### src/rtl/ucode_pkg.sv
// Shared types and constants for the microcode sequencer: microword modes
// and the width of the instruction dispatch index.
package ucode_pkg;

    localparam int MODE_W = 3;
    localparam int DISP_W = 6;

    typedef enum logic [MODE_W-1:0] {
        SEQ      = 3'd0,
        JUMP     = 3'd1,
        BRANCH   = 3'd2,
        DISPATCH = 3'd3,
        CALL     = 3'd4,
        RETURN   = 3'd5,
        FETCH    = 3'd6,
        RSVD     = 3'd7
    } mode_e;

endpackage

### src/rtl/ucode_stack.sv
// Call/return address stack for the microcode sequencer. Pushes on a full
// stack and pops on an empty stack are ignored; the caller flags the error.
module ucode_stack
    import ucode_pkg::*;
#(
    parameter int DATA_W = 6,
    parameter int DEPTH  = 4
) (
    input  logic                       clk,
    input  logic                       reset,
    input  logic                       push,
    input  logic                       pop,
    input  logic [DATA_W-1:0]          pushData,
    output logic [DATA_W-1:0]          top,
    output logic                       full,
    output logic                       empty,
    output logic [$clog2(DEPTH+1)-1:0] level
);

    localparam int LVL_W = $clog2(DEPTH + 1);
    localparam int IDX_W = (DEPTH > 1) ? $clog2(DEPTH) : 1;

    logic [DATA_W-1:0] mem [DEPTH];
    logic [IDX_W-1:0]  wrIdx;
    logic [IDX_W-1:0]  rdIdx;

    assign full  = (level == LVL_W'(DEPTH));
    assign empty = (level == '0);
    assign wrIdx = IDX_W'(level);
    assign rdIdx = IDX_W'(level - LVL_W'(1));
    assign top   = mem[rdIdx];

    // Only the occupancy is reset; stale entries above it are never read.
    always_ff @(posedge clk or posedge reset) begin
        if (reset) begin
            level <= '0;
        end else if (push && !full) begin
            level <= level + LVL_W'(1);
        end else if (pop && !empty) begin
            level <= level - LVL_W'(1);
        end
    end

    always_ff @(posedge clk) begin
        if (push && !full) begin
            mem[wrIdx] <= pushData;
        end
    end

endmodule

### src/rtl/ucode_sequencer.sv
// Microcode sequencer: computes the next ROM address from the fetched
// microword and registers its control field. Define UCODE_STACK_EN to build
// the call/return stack; without it CALL acts as JUMP and RETURN as an error.
module ucode_sequencer
    import ucode_pkg::*;
#(
    parameter int ADDR_W      = 6,
    parameter int CTRL_W      = 16,
    parameter int STACK_DEPTH = 4
) (
    input  logic                             clk,
    input  logic                             reset,
    input  logic                             stall,
    input  logic [1:0]                       op,
    input  logic [5:0]                       funct,
    input  logic                             cond_true,
    output logic [ADDR_W-1:0]                uaddr,
    input  logic [CTRL_W+ADDR_W+MODE_W-1:0]  uword,
    output logic [CTRL_W-1:0]                ctrl,
    output logic                             instr_done,
    output logic                             seq_err,
    output logic [$clog2(STACK_DEPTH+1)-1:0] stack_level
);

    mode_e             mode;
    logic [ADDR_W-1:0] target;
    logic [ADDR_W-1:0] upc;
    logic [ADDR_W-1:0] seqPc;
    logic [ADDR_W-1:0] nextPc;
    logic [DISP_W-1:0] dispIdx;
    logic              errSet;
    logic              unusedFunct;
    logic [CTRL_W-1:0] ctrl_p1;
    mode_e             mode_p1;

    assign mode        = mode_e'(uword[MODE_W-1:0]);
    assign target      = uword[MODE_W +: ADDR_W];
    assign dispIdx     = {op, funct[5], funct[4], funct[2], funct[0]};
    assign unusedFunct = funct[3] ^ funct[1];
    assign uaddr       = upc;

`ifdef UCODE_STACK_EN
    logic              doPush;
    logic              doPop;
    logic              stkFull;
    logic              stkEmpty;
    logic [ADDR_W-1:0] stkTop;

    ucode_stack #(
        .DATA_W (ADDR_W),
        .DEPTH  (STACK_DEPTH)
    ) u_stack (
        .clk      (clk),
        .reset    (reset),
        .push     (doPush && !stall),
        .pop      (doPop && !stall),
        .pushData (seqPc),
        .top      (stkTop),
        .full     (stkFull),
        .empty    (stkEmpty),
        .level    (stack_level)
    );
`else
    assign stack_level = '0;
`endif

    always_comb begin
        seqPc  = upc + ADDR_W'(1);
        nextPc = seqPc;
        errSet = 1'b0;
`ifdef UCODE_STACK_EN
        doPush = 1'b0;
        doPop  = 1'b0;
`endif
        case (mode)
            SEQ:      nextPc = seqPc;
            JUMP:     nextPc = target;
            BRANCH:   nextPc = cond_true ? target : seqPc;
            DISPATCH: nextPc = target + ADDR_W'(dispIdx);
`ifdef UCODE_STACK_EN
            CALL: begin
                nextPc = target;
                doPush = 1'b1;
                errSet = stkFull;
            end
            RETURN: begin
                if (stkEmpty) begin
                    nextPc = '0;
                    errSet = 1'b1;
                end else begin
                    nextPc = stkTop;
                    doPop  = 1'b1;
                end
            end
`else
            CALL:     nextPc = target;
            RETURN: begin
                nextPc = '0;
                errSet = 1'b1;
            end
`endif
            FETCH:    nextPc = '0;
            default: begin
                nextPc = '0;
                errSet = 1'b1;
            end
        endcase
    end

    // Stage p1: address advance and registered microword fields.
    always_ff @(posedge clk or posedge reset) begin
        if (reset) begin
            upc     <= '0;
            ctrl_p1 <= '0;
            mode_p1 <= SEQ;
            seq_err <= 1'b0;
        end else if (!stall) begin
            upc     <= nextPc;
            ctrl_p1 <= uword[MODE_W+ADDR_W +: CTRL_W];
            mode_p1 <= mode;
            if (errSet) begin
                seq_err <= 1'b1;
            end
        end
    end

    assign ctrl       = ctrl_p1;
    assign instr_done = (mode_p1 == FETCH);

endmodule

### config.mk
export PLATFORM = sky130hd
export DESIGN_NAME = ucode_sequencer
export DESIGN_NICKNAME = d
export VERILOG_FILES = /design/src/rtl/ucode_pkg.sv /design/src/rtl/ucode_stack.sv /design/src/rtl/ucode_sequencer.sv
export SDC_FILE = /design/constraint.sdc
export NUM_CORES = 1
export LEC_CHECK = 0
export BUFFER_PORTS_ARGS = -buffer_cell sky130_fd_sc_hd__buf_2
export CORE_ASPECT_RATIO = 1.5
export CORE_MARGIN = 5
export CORE_UTILIZATION = 43
export CTS_BUF_LIST = sky130_fd_sc_hd__clkbuf_4
export DETAILED_ROUTE_END_ITERATION = 7
export GPL_TIMING_DRIVEN = 0
export PLACE_DENSITY = 0.77
export SLEW_MARGIN = 30
export SYNTH_ARGS = -nofsm -noshare
export SYNTH_HDL_FRONTEND = slang
export SYNTH_SLANG_ARGS = --single-unit
### constraint.sdc
create_clock -name clk -period 1.42 [get_ports clk]
set_input_delay 0.284 -clock clk [delete_from_list [all_inputs] [get_ports clk]]
set_output_delay 0.284 -clock clk [all_outputs]
set_load 0.02 [all_outputs]
==> run metrics, run 1 <==
Via density 5.177; CP endpoint kind flop; final WL 3628 µm; final setup fails 0; # DRC 0; Final Hold Viols 13; Max clock buf depth 2; ys async rst share 100.0%; GRT Util Overall 16.07%; Area Overhead vs Synth 37.23%; Synth Flop Type dfrtp_1; Slew HR 56.15%; Pleak 0.9221 nW; Initial Util 44.36%; Crit. Startpoint uaddr[0]$_DFFE_PP0N_; FF+latch count, synth 26; Final GP Congestion 0.7675; drt pass-1 iters 4; via count 1196; Slew Viols, Final 0; Hold Crit Class input pin to asynchronous set/reset pin; buffer and inverter count on the worst path 0; Wirelength per Cell 15.71 µm; CTS H-tree lvls 1; total clock sinks 26; Syn Area/Cell 11.39 µm²; sequential share of power 50.2%; outcome complete, but fails checks; CP arrival 1.61 ns; first-pass GRT wire length 5906 µm; count of input and output buffers 57; YS warnings 0; antenna-violating nets left 0; Die Wd 56.61 µm; die area 4524 µm²; Root Driver clkbuf_4; CTS buffer count 3; CTS tree done; fraction of layout cells with a size suffix above 1 59.69%; mapped cell area 1401 µm²; crit-path cells and3_4 > nand3_2 > or3_4 > a31oi_4 > or3_4; number of fill cells 272; Nets 236; Max VDD drop 629.3 µV; failing checks negative hold slack; DRT iter0 DRCs 17; crit-path max FO 4; row cnt 25; initial antenna violation count 0; Sw Pwr 0.5432 mW; Die H 79.92 µm; number of global-route vias before repair 1376; WS Path Type flop to flop; commonest non-fill, non-tap cell in the layout buf_2; CP most frequent cell or3_4; sw frac 31.42%; measured slew at the worst slew-check pin 0.6539 ns; HPWL after detailed placement 2927 µm; worst skew pair latency 0.31 ns; CTS clk-pin slew, worst paths 0.13 ns; GRT overflow 0; io pins 64; Worst EP required 1.62 ns; max incr delay on CP 0.45 ns; core footprint 3159 µm²; Synth Instances 123; Reg area 655.6 µm²; RSZ-0062 raised after global routing yes; highest-delay cell along the critical path dfrtp_2; top cell family by delay on the critical path simple AND/OR/NAND/NOR gates; clock network power share 19.1%; most frequent cells in the layout buf_2 (57), dfrtp_1 (22), mux2_2 (19), buf_4 (8), nand2_1 (7); placed insts 222; sequential-to-total area share from yosys stat 46.43%; Clock Skew 0.002387 ns; Post-synth EDFFs 0; Layout Cells excl Fill 231; CTS hold repair buffers 0; worst hold margin -0.003618 ns; area occupied by multi-input gates 800.8 µm²; r2r setup slk 0.01 ns; Peak Freq 709.5 MHz; reg2reg path depth 5; largest net degree at the start of global routing 27; FF-to-FF End uaddr[5]$_DFFE_PP0N_; r2r startpoint uaddr[0]$_DFFE_PP0N_; CP startpoint kind flop; Tmin final 1.409 ns; max-cap violations 0; Comb pwr share 30.7%; ANT cells 0; Period Utilization, post-route 99.26%; Power Internal 1.186 mW; Netlist cell types 40; PD cells 899.0 nW/µm²
## cell usage after synthesis, types with 2 or more instances
cell type	instances	area, µm²
dfrtp_1	26	650.6
mux2_2	19	214.0
nand2_1	8	30.03
ha_1	6	75.07
inv_1	6	22.52
nor2_1	6	22.52
o21ai_0	4	20.02
xor2_1	4	35.03
a21oi_1	3	15.01
buf_4	3	22.52
nand3_1	3	15.01
a211oi_1	2	15.01
a221oi_1	2	17.52
a22oi_1	2	15.01
and3b_1	2	17.52
clkbuf_1	2	7.510
nor4_1	2	12.51
## layer usage
| layer | track usage (%) | vias up | wire length [µm] | share of wire (%) |
|---|---|---|---|---|
| met5 | 0 | - | 0 | 0 |
| met4 | 3.800 | 0 | 24 | 0.66 |
| met3 | 3.398 | 3 | 256 | 7.1 |
| met2 | 32.29 | 50 | 1996 | 55 |
| met1 | 16.29 | 565 | 1351 | 37 |
| li1 | - | 578 | - | - |
## state kept, by name (all words and copies together), names as in the netlist
register,cells
ctrl,16
mode_p1,3
seq_err,1
uaddr,6
## timing repair
item | in CTS | in global routing
resized for setup | 1 | 9
setup buffers | 5 | 0
setup endpoints to repair | 1 | 3
pin swaps | 5 | 2
## cells by family (layout without fill, tap and decap cells)
| family | count (synthesis) | count (layout) | synth area share [%] |
|---|---|---|---|
| other | 1 | 3 | 0.2676 |
| buffers and inverters | 12 | 78 | 4.553 |
| and+or+nand+nor | 28 | 28 | 10.63 |
| muxes | 20 | 20 | 15.98 |
| xor gates and xnor gates | 5 | 5 | 3.125 |
| adders and majority gates | 7 | 7 | 6.786 |
| DFF | 26 | 26 | 46.43 |
| AOI/OAI and AO/OA | 24 | 24 | 12.23 |
## area by class of cell
type	instances	area share [%]
buffer	6	2.147
clock buffer	4	1.561
inverter	6	1.171
multi-input combinational	87	41.64
sequential	26	34.09
tap	40	2.602
timing repair buffer	62	16.79
## power groups by stage
stage	sequential, mW	combinational, mW	clock [mW]
after floorplan	0.956	0.230	0
after global routing	0.877	0.578	0.382
after detailed placement	0.882	0.498	0
final	0.867	0.531	0.330
after global placement	0.874	0.474	0
after CTS	0.865	0.522	0.345
## how the worst max path moves through the flow
stage / endpoint / slack, ns / cells after the start
6_report: uaddr[5]$_DFFE_PP0N_ / 0.01 / 5
5_1_grt: uaddr[5]$_DFFE_PP0N_ / -0.04 / 5
4_1_cts: uaddr[5]$_DFFE_PP0N_ / 0.008 / 5
3_5_place_dp: uaddr[5]$_DFFE_PP0N_ / -0.37 / 6
3_3_place_gp: uaddr[5]$_DFFE_PP0N_ / -0.30 / 6
2_1_floorplan: uaddr[5]$_DFFE_PP0N_ / -0.06 / 5
## per-stage QoR
stage          setup TNS, ns  util [%]  power [mW]  instance area [µm²]  worst slack, ns
6_report                   0     60.87       1.729                 1923          0.01057
3_3_place_gp          -1.162     57.15       1.348                 1805          -0.3009
5_1_grt             -0.04409     60.87       1.838                 1923         -0.04409
4_1_cts                    0     59.45       1.732                 1878         0.007551
2_1_floorplan        -0.1071         -       1.186                 1470         -0.05558
3_5_place_dp          -1.284     57.15       1.379                 1805          -0.3665
## worst register-to-register path, cell delays in order (launching register included)
cell	delay (ns)
dfrtp_2	0.45
and3_4	0.19
nand3_2	0.09
or3_4	0.13
a31oi_4	0.07
or3_4	0.37
No activity file was read; power rests on OpenSTA's default activity.
==> run 2, diff against run 1 <==
--- a/config.mk
+++ b/config.mk
@@ -6,14 +6,18 @@
 export NUM_CORES = 1
 export LEC_CHECK = 0
 export BUFFER_PORTS_ARGS = -buffer_cell sky130_fd_sc_hd__buf_2
+export CELL_PAD_IN_SITES_DETAIL_PLACEMENT = 1
+export CELL_PAD_IN_SITES_GLOBAL_PLACEMENT = 1
 export CORE_ASPECT_RATIO = 1.5
 export CORE_MARGIN = 5
-export CORE_UTILIZATION = 43
+export CORE_UTILIZATION = 32
 export CTS_BUF_LIST = sky130_fd_sc_hd__clkbuf_4
 export DETAILED_ROUTE_END_ITERATION = 7
 export GPL_TIMING_DRIVEN = 0
-export PLACE_DENSITY = 0.77
+export PLACE_DENSITY_LB_ADDON = 0.1
+export RECOVER_POWER = 25
 export SLEW_MARGIN = 30
 export SYNTH_ARGS = -nofsm -noshare
 export SYNTH_HDL_FRONTEND = slang
+export SYNTH_HIERARCHICAL = 1
 export SYNTH_SLANG_ARGS = --single-unit
==> run 2 against run 1 <==
The flow finishes with violations (negative setup slack). Design area is 3.3% higher. Largest cell class unchanged. Critical path depth is 1 higher. Sequential share of layout area is 1.2 points lower.
==> run metrics, run 2 <==
# DRC 0 (unchanged); GRT Util Overall 14.06% (was 16.07%); GRT met3 Usage 2.716% (was 3.398%); most common cell in the synthesized netlist dfrtp_1 (unchanged); DRT iter0 DRCs 26 (was 17); Pleak 0.9373 nW (was 0.9221 nW); PD cells 964.7 nW/µm² (was 899.0 nW/µm²); Max VDD drop 732.2 µV (was 629.3 µV); Slew HR 36.65% (was 56.15%); ANT cells 0 (unchanged); count of input and output buffers 57 (unchanged); Max clock buf depth 2 (unchanged); Die Wd 64.03 µm (was 56.61 µm); worst hold margin 0.1542 ns (was -0.003618 ns); largest net degree at the start of global routing 27 (unchanged); measured slew at the worst slew-check pin 0.9492 ns (was 0.6539 ns); Place WS -0.4142 ns (was -0.3665 ns); Die H 91.05 µm (was 79.92 µm); CTS clk-pin slew, worst paths 0.13 ns (about the same); Final Hold Viols 0 (was 13); mapped cell area 1401 µm² (unchanged); Clock Skew 0.002955 ns (was 0.002387 ns); met1 Use GR 14.49% (was 16.29%); sequential-to-total area share from yosys stat 46.43% (unchanged); YS warnings 6 (was 0); initial antenna violation count 0 (unchanged); CTS tree done (unchanged); core footprint 4245 µm² (was 3159 µm²); Peak Freq 695.7 MHz (was 709.5 MHz); global route hottest layer met2 (unchanged); CP endpoint kind flop (unchanged); worst skew pair latency 0.32 ns (was 0.31 ns); Netlist cell types 40 (unchanged); Period Utilization, post-route 101.2% (was 99.26%); Slew Viols, Final 0 (unchanged); total clock sinks 26 (unchanged); CP startpoint kind input pin (was flop); Syn Area/Cell 11.39 µm² (unchanged); FF+latch count, synth 26 (unchanged); routing usage on met2 26.76% (was 32.29%); Area Overhead vs Synth 41.79% (was 37.23%); crit-path max FO 8 (was 4); first-pass GRT wire length 6555 µm (was 5906 µm); CP arrival 1.65 ns (was 1.61 ns); most frequent cells in the layout buf_2 (54), dfrtp_1 (23), mux2_2 (19), nand2_1 (7), buf_4 (7) (was buf_2 (57), dfrtp_1 (22), mux2_2 (19), buf_4 (8), nand2_1 (7)); RSZ-0062 raised after global routing yes (unchanged); ys async rst share 100.0% (unchanged); antenna-violating nets left 0 (unchanged); top cells by area, synth dfrtp_1 (46%), mux2_2 (15%), ha_1 (5.4%) (unchanged); Root Driver clkbuf_4 (unchanged); die area 5830 µm² (was 4524 µm²); Largest register FFs 16 (unchanged); failing checks negative setup slack (was negative hold slack); placed insts 228 (was 222); GRT overflow 0 (unchanged); drt pass-1 iters 4 (unchanged); number of global-route vias before repair 1333 (was 1376); CTS H-tree lvls 1 (unchanged); Via density 5.140 (was 5.177); CTS hold repair buffers 0 (unchanged); biggest area consumer among synthesized cells dfrtp_1 (unchanged); number of fill cells 504 (was 272); HPWL after detailed placement 3280 µm (was 2927 µm); outcome complete, but fails checks (unchanged); Reg area 654.4 µm² (was 655.6 µm²); top cell type's share of synthesized area 46.43% (unchanged); WS Path Type input pin to flop (was flop to flop); max-cap violations 0 (unchanged); area occupied by multi-input gates 820.8 µm² (was 800.8 µm²); Hold Crit Class input pin to asynchronous set/reset pin (unchanged); Worst EP required 1.63 ns (was 1.62 ns); Nets 235 (was 236); Post-synth EDFFs 0 (unchanged); most frequent cells after synthesis dfrtp_1 (26), mux2_2 (19), nand2_1 (8) (unchanged); Wirelength per Cell 17.12 µm (was 15.71 µm); commonest non-fill, non-tap cell in the layout buf_2 (unchanged); io pins 64 (unchanged); via count 1213 (was 1196); row cnt 29 (was 25); fraction of layout cells with a size suffix above 1 59.47% (was 59.69%); Initial Util 33.01% (was 44.36%); Layout Cells excl Fill 236 (was 231); final setup fails 1 (was 0); Final GP Congestion 0.7238 (was 0.7675); Tmin final 1.437 ns (was 1.409 ns); final WL 4041 µm (was 3628 µm); Synth Instances 123 (unchanged); CTS buffer count 3 (unchanged); worst setup margin -0.01748 ns (was 0.01057 ns); Synth Flop Type dfrtp_1 (unchanged)
run 2: final cells by class:
| cell class | count | share of cell area [%] |
|---|---|---|
| buffer | 6 | 2.078 |
| clock buffer | 3 | 1.133 |
| clock inverter | 1 | 1.511 |
| inverter | 6 | 1.133 |
| multi-input combinational | 87 | 41.31 |
| sequential | 26 | 32.93 |
| tap | 46 | 2.897 |
| timing repair buffer | 61 | 17.00 |
run 2: metrics by stage:
stage	cell area, µm²	setup TNS (ns)	util [%]	power [mW]
2_1_floorplan	1470	-0.1071	-	1.186
3_3_place_gp	1813	-1.442	42.71	1.363
3_5_place_dp	1813	-1.905	42.71	1.386
4_1_cts	1916	0	45.12	1.920
5_1_grt	1987	-0.05496	46.80	2.038
6_report	1987	-0.01748	46.80	1.917
run 2: final timing paths:
| kind | start | end | slack [ns] | depth (start not counted) |
|---|---|---|---|---|
| worst max-delay path | uword[0] | uaddr[5]$_DFFE_PP0N_ | -0.02 | 6 |
| worst min-delay path | reset | ctrl[13]$_DFFE_PP0N_ | 0.15 | 2 |
| worst max register to register | uaddr[5]$_DFFE_PP0N_ | uaddr[5]$_DFFE_PP0N_ | 0 | 3 |
| worst min register to register | seq_err$_DFFE_PP0P_ | seq_err$_DFFE_PP0P_ | 0.49 | 1 |
| max in group asynchronous | reset | uaddr[0]$_DFFE_PP0N_ | 0.63 | 2 |
| min in group clk | uword[11] | ctrl[2]$_DFFE_PP0N_ | 0.18 | 2 |
run 2: power breakdown:
group          switching (mW)  total, mW  internal, mW
logic                   0.302      0.555         0.253
clock network           0.212      0.498         0.285
registers              0.0500      0.865         0.815
run 2: logic make-up (layout without fill, tap and decap cells):
logic type / after synthesis / count (layout) / share of synthesized area, %
flops: 26 / 26 / 46.43
mux: 20 / 20 / 15.98
other cells: 1 / 3 / 0.2676
fa+ha+maj: 7 / 7 / 6.786
buf+inv: 12 / 77 / 4.553
compound gates: 24 / 24 / 12.23
xor+xnor: 5 / 5 / 3.125
simple gates: 28 / 28 / 10.63
run 2: per-layer routing:
metal | vias up | share of wire (%)
li1 | 574 | -
met1 | 594 | 35
met2 | 41 | 58
met3 | 4 | 5.7
met4 | 0 | 1.1
met5 | - | 0
run 2: what timing repair did:
item / 4_1_cts / 5_1_grt
pin swaps: 8 / 5
setup endpoints to repair: 2 / 4
setup buffers: 4 / 0
gates resized for setup: 3 / 16
run 2: critical path, cell delays in order:
cell	delay, ns
buf_6	0.11
and2b_2	0.18
o31a_1	0.36
a22oi_2	0.23
a31oi_4	0.10
or3_4	0.37
